==> src/rtl/bnn_pkg.sv <==
// bnn_pkg: shared definitions for the BNN frame sequencer and the layer engines.
// Holds the sequencer state encoding and the image geometry.
package bnn_pkg;

    localparam int IMG_DIM = 28;
    localparam int N_PIX   = IMG_DIM * IMG_DIM;

    // Sequencer state codes, broadcast to every layer engine.
    typedef enum logic [2:0] {
        IDLE    = 3'd0,
        LOAD    = 3'd1,
        LAYER_1 = 3'd2,
        LAYER_2 = 3'd3,
        LAYER_3 = 3'd4
    } state_t;

endpackage

==> src/rtl/bnn_pixel_loader.sv <==
// bnn_pixel_loader: row-major serial pixel capture into the 28x28 image buffer.
// Owns the row/col counters; flags the transfer that writes the final pixel.
import bnn_pkg::*;

module bnn_pixel_loader (
    input  logic                              clk,
    input  logic                              rst_n,
    input  logic                              clr,
    input  logic                              wr_en,
    input  logic                              pix_data,
    output logic [IMG_DIM-1:0][IMG_DIM-1:0]   pixels,
    output logic                              last
);

    localparam logic [4:0] LAST_IDX = 5'(IMG_DIM - 1);

    logic [4:0]                        row_r;
    logic [4:0]                        col_r;
    logic [IMG_DIM-1:0][IMG_DIM-1:0]   pixels_r;

    // Row/col position of the next transfer; col wraps into row, row wraps to 0 after the image.
    always_ff @(posedge clk or negedge rst_n) begin
        if (!rst_n) begin
            row_r <= 5'd0;
            col_r <= 5'd0;
        end else if (clr) begin
            row_r <= 5'd0;
            col_r <= 5'd0;
        end else if (wr_en) begin
            if (col_r == LAST_IDX) begin
                col_r <= 5'd0;
                if (row_r == LAST_IDX) begin
                    row_r <= 5'd0;
                end else begin
                    row_r <= row_r + 5'd1;
                end
            end else begin
                col_r <= col_r + 5'd1;
            end
        end
    end

    // Image buffer: one bit written per accepted transfer, otherwise held stable.
    always_ff @(posedge clk or negedge rst_n) begin
        if (!rst_n) begin
            pixels_r <= '0;
        end else if (wr_en) begin
            pixels_r[row_r][col_r] <= pix_data;
        end
    end

    assign pixels = pixels_r;
    assign last   = wr_en && (row_r == LAST_IDX) && (col_r == LAST_IDX);

endmodule

==> src/rtl/bnn_sequencer.sv <==
// bnn_sequencer: frame-level control for a three-layer binarized network.
// IDLE -> LOAD (784 serial pixels) -> LAYER_1 -> LAYER_2 -> LAYER_3 -> IDLE.
// Optional per-layer watchdog enabled by defining BNN_SEQ_TIMEOUT_EN.
import bnn_pkg::*;

module bnn_sequencer #(
    parameter int TIMEOUT_CYCLES = 4096
) (
    input  logic                              clk,
    input  logic                              rst_n,
    input  logic                              start,
    input  logic                              pix_valid,
    input  logic                              pix_data,
    output logic                              pix_ready,
    input  logic                              l1_done,
    input  logic                              l2_done,
    input  logic                              l3_done,
    output logic [2:0]                        state,
    output logic [IMG_DIM-1:0][IMG_DIM-1:0]   pixels,
    output logic                              layer_clr,
    output logic                              busy,
    output logic                              frame_done,
    output logic                              err
);

    // The watchdog compares against TIMEOUT_CYCLES-1, so one cycle is too short to be meaningful.
    if (TIMEOUT_CYCLES < 2) begin : g_bad_timeout
        $error("bnn_sequencer: TIMEOUT_CYCLES must be at least 2");
    end

    state_t state_r;
    state_t state_nxt_s;
    logic   first_r;        // first cycle in the current state
    logic   pix_ready_r;
    logic   busy_r;
    logic   layer_clr_r;
    logic   frame_done_r;
    logic   start_acc_s;
    logic   wr_en_s;
    logic   last_s;
    logic   layer_done_s;
    logic   adv_s;
    logic   timeout_s;

    assign start_acc_s = (state_r == IDLE) && start;
    assign wr_en_s     = pix_valid && pix_ready_r;

    bnn_pixel_loader u_loader (
        .clk      (clk),
        .rst_n    (rst_n),
        .clr      (start_acc_s),
        .wr_en    (wr_en_s),
        .pix_data (pix_data),
        .pixels   (pixels),
        .last     (last_s)
    );

    // Select the done flag owned by the current layer; flags of other layers are ignored.
    always_comb begin
        layer_done_s = 1'b0;
        case (state_r)
            LAYER_1: layer_done_s = l1_done;
            LAYER_2: layer_done_s = l2_done;
            LAYER_3: layer_done_s = l3_done;
            default: layer_done_s = 1'b0;
        endcase
    end

    // A done flag seen in the entry cycle may be stale from the previous frame.
    assign adv_s = layer_done_s && !first_r;

`ifdef BNN_SEQ_TIMEOUT_EN
    localparam int WD_W = $clog2(TIMEOUT_CYCLES) + 1;

    logic [WD_W-1:0] wd_cnt_r;
    logic            in_layer_s;
    logic            err_r;

    assign in_layer_s = (state_r == LAYER_1) || (state_r == LAYER_2) || (state_r == LAYER_3);
    assign timeout_s  = in_layer_s && (wd_cnt_r == WD_W'(TIMEOUT_CYCLES - 1));

    // Cycles spent in the current layer: zero on entry, +1 per layer cycle.
    always_ff @(posedge clk or negedge rst_n) begin
        if (!rst_n) begin
            wd_cnt_r <= '0;
        end else if (state_nxt_s != state_r) begin
            wd_cnt_r <= '0;
        end else if (in_layer_s) begin
            wd_cnt_r <= wd_cnt_r + {{(WD_W-1){1'b0}}, 1'b1};
        end
    end

    // Sticky error: set by a watchdog abort, cleared when the next frame is accepted.
    always_ff @(posedge clk or negedge rst_n) begin
        if (!rst_n) begin
            err_r <= 1'b0;
        end else if (start_acc_s) begin
            err_r <= 1'b0;
        end else if (timeout_s && !adv_s) begin
            err_r <= 1'b1;
        end
    end

    assign err = err_r;
`else
    assign timeout_s = 1'b0;
    assign err       = 1'b0;
`endif

    // Next-state selection; a layer done takes priority over a watchdog expiry in the same cycle.
    always_comb begin
        state_nxt_s = state_r;
        case (state_r)
            IDLE: begin
                if (start) state_nxt_s = LOAD;
                else       state_nxt_s = IDLE;
            end
            LOAD: begin
                if (last_s) state_nxt_s = LAYER_1;
                else        state_nxt_s = LOAD;
            end
            LAYER_1: begin
                if (adv_s)          state_nxt_s = LAYER_2;
                else if (timeout_s) state_nxt_s = IDLE;
                else                state_nxt_s = LAYER_1;
            end
            LAYER_2: begin
                if (adv_s)          state_nxt_s = LAYER_3;
                else if (timeout_s) state_nxt_s = IDLE;
                else                state_nxt_s = LAYER_2;
            end
            LAYER_3: begin
                if (adv_s)          state_nxt_s = IDLE;
                else if (timeout_s) state_nxt_s = IDLE;
                else                state_nxt_s = LAYER_3;
            end
            default: state_nxt_s = IDLE;
        endcase
    end

    // State register plus outputs registered from the next state so they align with it.
    always_ff @(posedge clk or negedge rst_n) begin
        if (!rst_n) begin
            state_r      <= IDLE;
            first_r      <= 1'b0;
            pix_ready_r  <= 1'b0;
            busy_r       <= 1'b0;
            layer_clr_r  <= 1'b0;
            frame_done_r <= 1'b0;
        end else begin
            state_r      <= state_nxt_s;
            first_r      <= (state_nxt_s != state_r);
            pix_ready_r  <= (state_nxt_s == LOAD);
            busy_r       <= (state_nxt_s != IDLE);
            layer_clr_r  <= start_acc_s;
            frame_done_r <= (state_r == LAYER_3) && adv_s;
        end
    end

    assign state      = state_r;
    assign pix_ready  = pix_ready_r;
    assign busy       = busy_r;
    assign layer_clr  = layer_clr_r;
    assign frame_done = frame_done_r;

endmodule

==> config.mk <==
export PLATFORM = sky130hd
export DESIGN_NAME = bnn_sequencer
export DESIGN_NICKNAME = d
export VERILOG_FILES = /design/src/rtl/bnn_pkg.sv /design/src/rtl/bnn_pixel_loader.sv /design/src/rtl/bnn_sequencer.sv
export SDC_FILE = /design/constraint.sdc
export NUM_CORES = 2
export LEC_CHECK = 0
export CAP_MARGIN = 10
export CORE_AREA = 2 2 315 317
export CTS_BUF_LIST = sky130_fd_sc_hd__clkbuf_8 sky130_fd_sc_hd__clkbuf_16
export DETAILED_ROUTE_END_ITERATION = 8
export DIE_AREA = 0 0 317 319
export PLACE_DENSITY = 0.62
export SYNTH_ARGS = -nofsm -noshare
export SYNTH_HDL_FRONTEND = slang
export SYNTH_SLANG_ARGS = --single-unit
==> constraint.sdc <==
create_clock -name clk -period 2.56 [get_ports clk]
set_input_delay 0.512 -clock clk [delete_from_list [all_inputs] [get_ports clk]]
set_output_delay 0.512 -clock clk [all_outputs]
set_load 0.05 [all_outputs]
==> out/summary.txt <==
Worst path slowest cell: clkdlybuf4s50_1
Final hold slack: 0.315 ns
Remaining global-route overflow: 0
P_int: 22.1 mW
Setup CP Type: reg2out
Residual DRC: 0
Site row count: 115
Register area share after synthesis: 55.8%
Max clock buf depth: 3
Commonest non-fill, non-tap cell in the layout: dfrtp_1
Worst VDD drop: 0.565 mV
Post-Synthesis Cell Area: 36000 µm²
IO buf count: 798
Critical path buffers and inverters: 1
Min-Delay Path Class: in2async
Syn_area_per_cell: 12.5 µm²
Critical Path Fanout Max: 2
Num Clock Sinks: 802
Slew Limit Fails: 0
Top FF cell, synth: dfrtp_1
Setup TNS Final: 0 ns
Largest stage delay on the critical path: 0.93 ns
DR pass1 iterations: 5
Post-DP HPWL: 83.6 mm
Nets@finish: 3617
Max Fclk: 401 MHz
CTS root buffer: clkbuf_16
Status: completed
Worst slew pin tran: 1.09 ns
Count of cell types in the netlist: 50
DRT antenna net count: 0
Drt total wl: 128 mm
Sw frac: 32.5%
Clk_lat worst skew: 0.68 ns
Via/cell ratio: 5.44
Power Total: 32.7 mW
First-pass GRT wire length: 189 mm
Post-synth top area share: 55.8%
Combinational power share: 19.6%
Final Cycle Share: 97.4%
Setup violators final: 0
CP startpoint: u_loader.pixels[702]
Vias in the first global route: 26.7k
Post-CTS setup buffers: 0
Post-synth ARST share: 100%
CP Launch Type: register
Max Cap Viol: 0
Placed insts: 4794
Routed length per instance: 25.8 µm
RSZ-0062 raised after global routing: false
Net switching power: 10.6 mW
Relative slew margins: 27.2%
Clock slew at reported path FFs: 0.06 ns
Initial antenna violation count: 3
Most frequent cells in the layout: dfrtp_1 (799), clkdlybuf4s50_1 (791), mux2_2 (726)
Largest net degree at the start of global routing: 89
Worst-path cell chain: clkdlybuf4s50_1
Global Route Usage Sum: 24.7%
Core ar.: 97700 µm²
Clock skew: 0.0275 ns
Post-synth EDFFs: 0
Clock network fraction of total power: 40.3%
Die width: 317 µm
Cells after Synth: 2883
Leading area contributor after synthesis: dfrtp_1
Die area: 101000 µm²
Fill count: 8595
Synth Register Bits: 802
Area delta synth->final: 36.6%
Synth top area cells: dfrtp_1 (56%), mux2_2 (23%), nor3_1 (8.9%)
RePlAce Congestion: 0.811
Sequential Power Share: 40.0%
Critical Path AT: 1.98 ns
Min Tclk post-route: 2.49 ns
Leakage Power: 21.5 nW
Placed cell area: 46100 µm²
CTS Buf Count: 91
IO Pins: 800
Final Hold Violating Endpoints: 0
Vias: 27.0k
Endpoint class of the critical path: output port
Fin cells: 4964
PwrDens: 665 nW/µm²
Register Area: 20100 µm²
Initial Utilization: 36.8%
Yosys warns: 0
Design area: 49200 µm²
WP data required: 2.05 ns
Area taken by multi-input logic gates: 14300 µm²
Share of cells above drive strength 1: 31.3%
Chip height: 319 µm
CTS tree: done
Family with the most delay on the worst path: buffers and inverters
CTS HTree Levels: 3
Syn nets: 2899
1st-iter DRT viols: 1998
R2R Path Start: u_loader.row_r[0]
==> worst paths after layout <==
| kind | end | slack [ns] | cells after the start |
|---|---|---|---|
| min | u_loader.pixels[342] | 0.31 | 2 |
| max | pixels[702] | 0.07 | 1 |
| min in group clk | u_loader.pixels[773] | 0.45 | 2 |
| min reg2reg | u_loader.pixels[69] | 0.48 | 1 |
| max in group asynchronous | u_loader.pixels[769] | 1.31 | 4 |
| max reg2reg | u_loader.pixels[14] | 0.24 | 6 |
==> sequential cells by signal, summed over array words and instances (netlist names) <==
signal / count
u_loader.col_r: 5
busy: 1
u_loader.row_r: 5
u_loader.pixels: 784
pix_ready: 1
frame_done: 1
first_r: 1
state: 3
layer_clr: 1
==> cells in the mapped netlist (8+ instances only) <==
| master | count |
|---|---|
| and4bb_2 | 10 |
| clkbuf_1 | 178 |
| dfrtp_1 | 802 |
| nor3_2 | 63 |
| nand2_1 | 8 |
| mux2_1 | 58 |
| mux2_2 | 726 |
| nand4bb_1 | 12 |
| nand3_1 | 84 |
| nand4b_1 | 14 |
| ha_1 | 8 |
| buf_2 | 139 |
| buf_6 | 11 |
| and4b_1 | 13 |
| nor3_1 | 641 |
| buf_1 | 32 |
==> logic make-up (layout without fill, tap and decap cells) <==
logic type / count (synthesis) / after routing / share of synthesized area [%]
DFF: 802 / 802 / 55.8
and+or+nand+nor: 892 / 892 / 14.3
adders and majority gates: 8 / 8 / 0.278
AOI/OAI and AO/OA: 26 / 26 / 0.490
buffers and inverters: 369 / 1159 / 4.58
muxes: 785 / 785 / 24.6
other: 1 / 5 / 0.0104
==> layer usage <==
metal | share of wire, % | wire, µm | GRT usage (%)
met1 | 42 | 54300 | 33.3
met2 | 46 | 58700 | 38.2
met3 | 8.0 | 10300 | 6.40
met4 | 3.6 | 4610 | 9.27
met5 | 0 | 0 | 0
==> power groups by stage <==
stage / clock, mW / combinational, mW / sequential [mW]
final: 13.2 / 6.41 / 13.1
after global routing: 14.0 / 6.74 / 13.1
after floorplan: 0 / 2.88 / 13.9
after detailed placement: 0 / 6.47 / 13.3
after CTS: 13.5 / 6.47 / 13.1
after global placement: 0 / 6.48 / 13.3
==> cell type report <==
cell class | instances | share of cell area [%]
Multi-Input combinational cell | 1712 | 29.1
Tap cell | 1287 | 3.28
Clock inverter | 47 | 0.725
Sequential cell | 802 | 40.8
Clock buffer | 118 | 5.46
Antenna cell | 4 | 0.0204
Inverter | 7 | 0.0535
Timing Repair Buffer | 987 | 20.5
==> metrics by stage <==
stage / setup slack, ns / utilization [%]
final: 0.0675 / 50.3
after global routing: 0.0146 / 50.3
after CTS: 0.00186 / 50.3
after detailed placement: -0.0817 / 47.2
after global placement: -0.0728 / 47.2
after floorplan: 0.458 / -
==> what timing repair did <==
| action | 4_1_cts | 5_1_grt |
|---|---|---|
| hold buffers | 1 | 0 |
| gates resized for setup | 2 | 0 |
| hold endpoints to repair | 28 | 0 |
| setup endpoints to repair | 2 | 0 |
(Power assumes the default switching activity.)
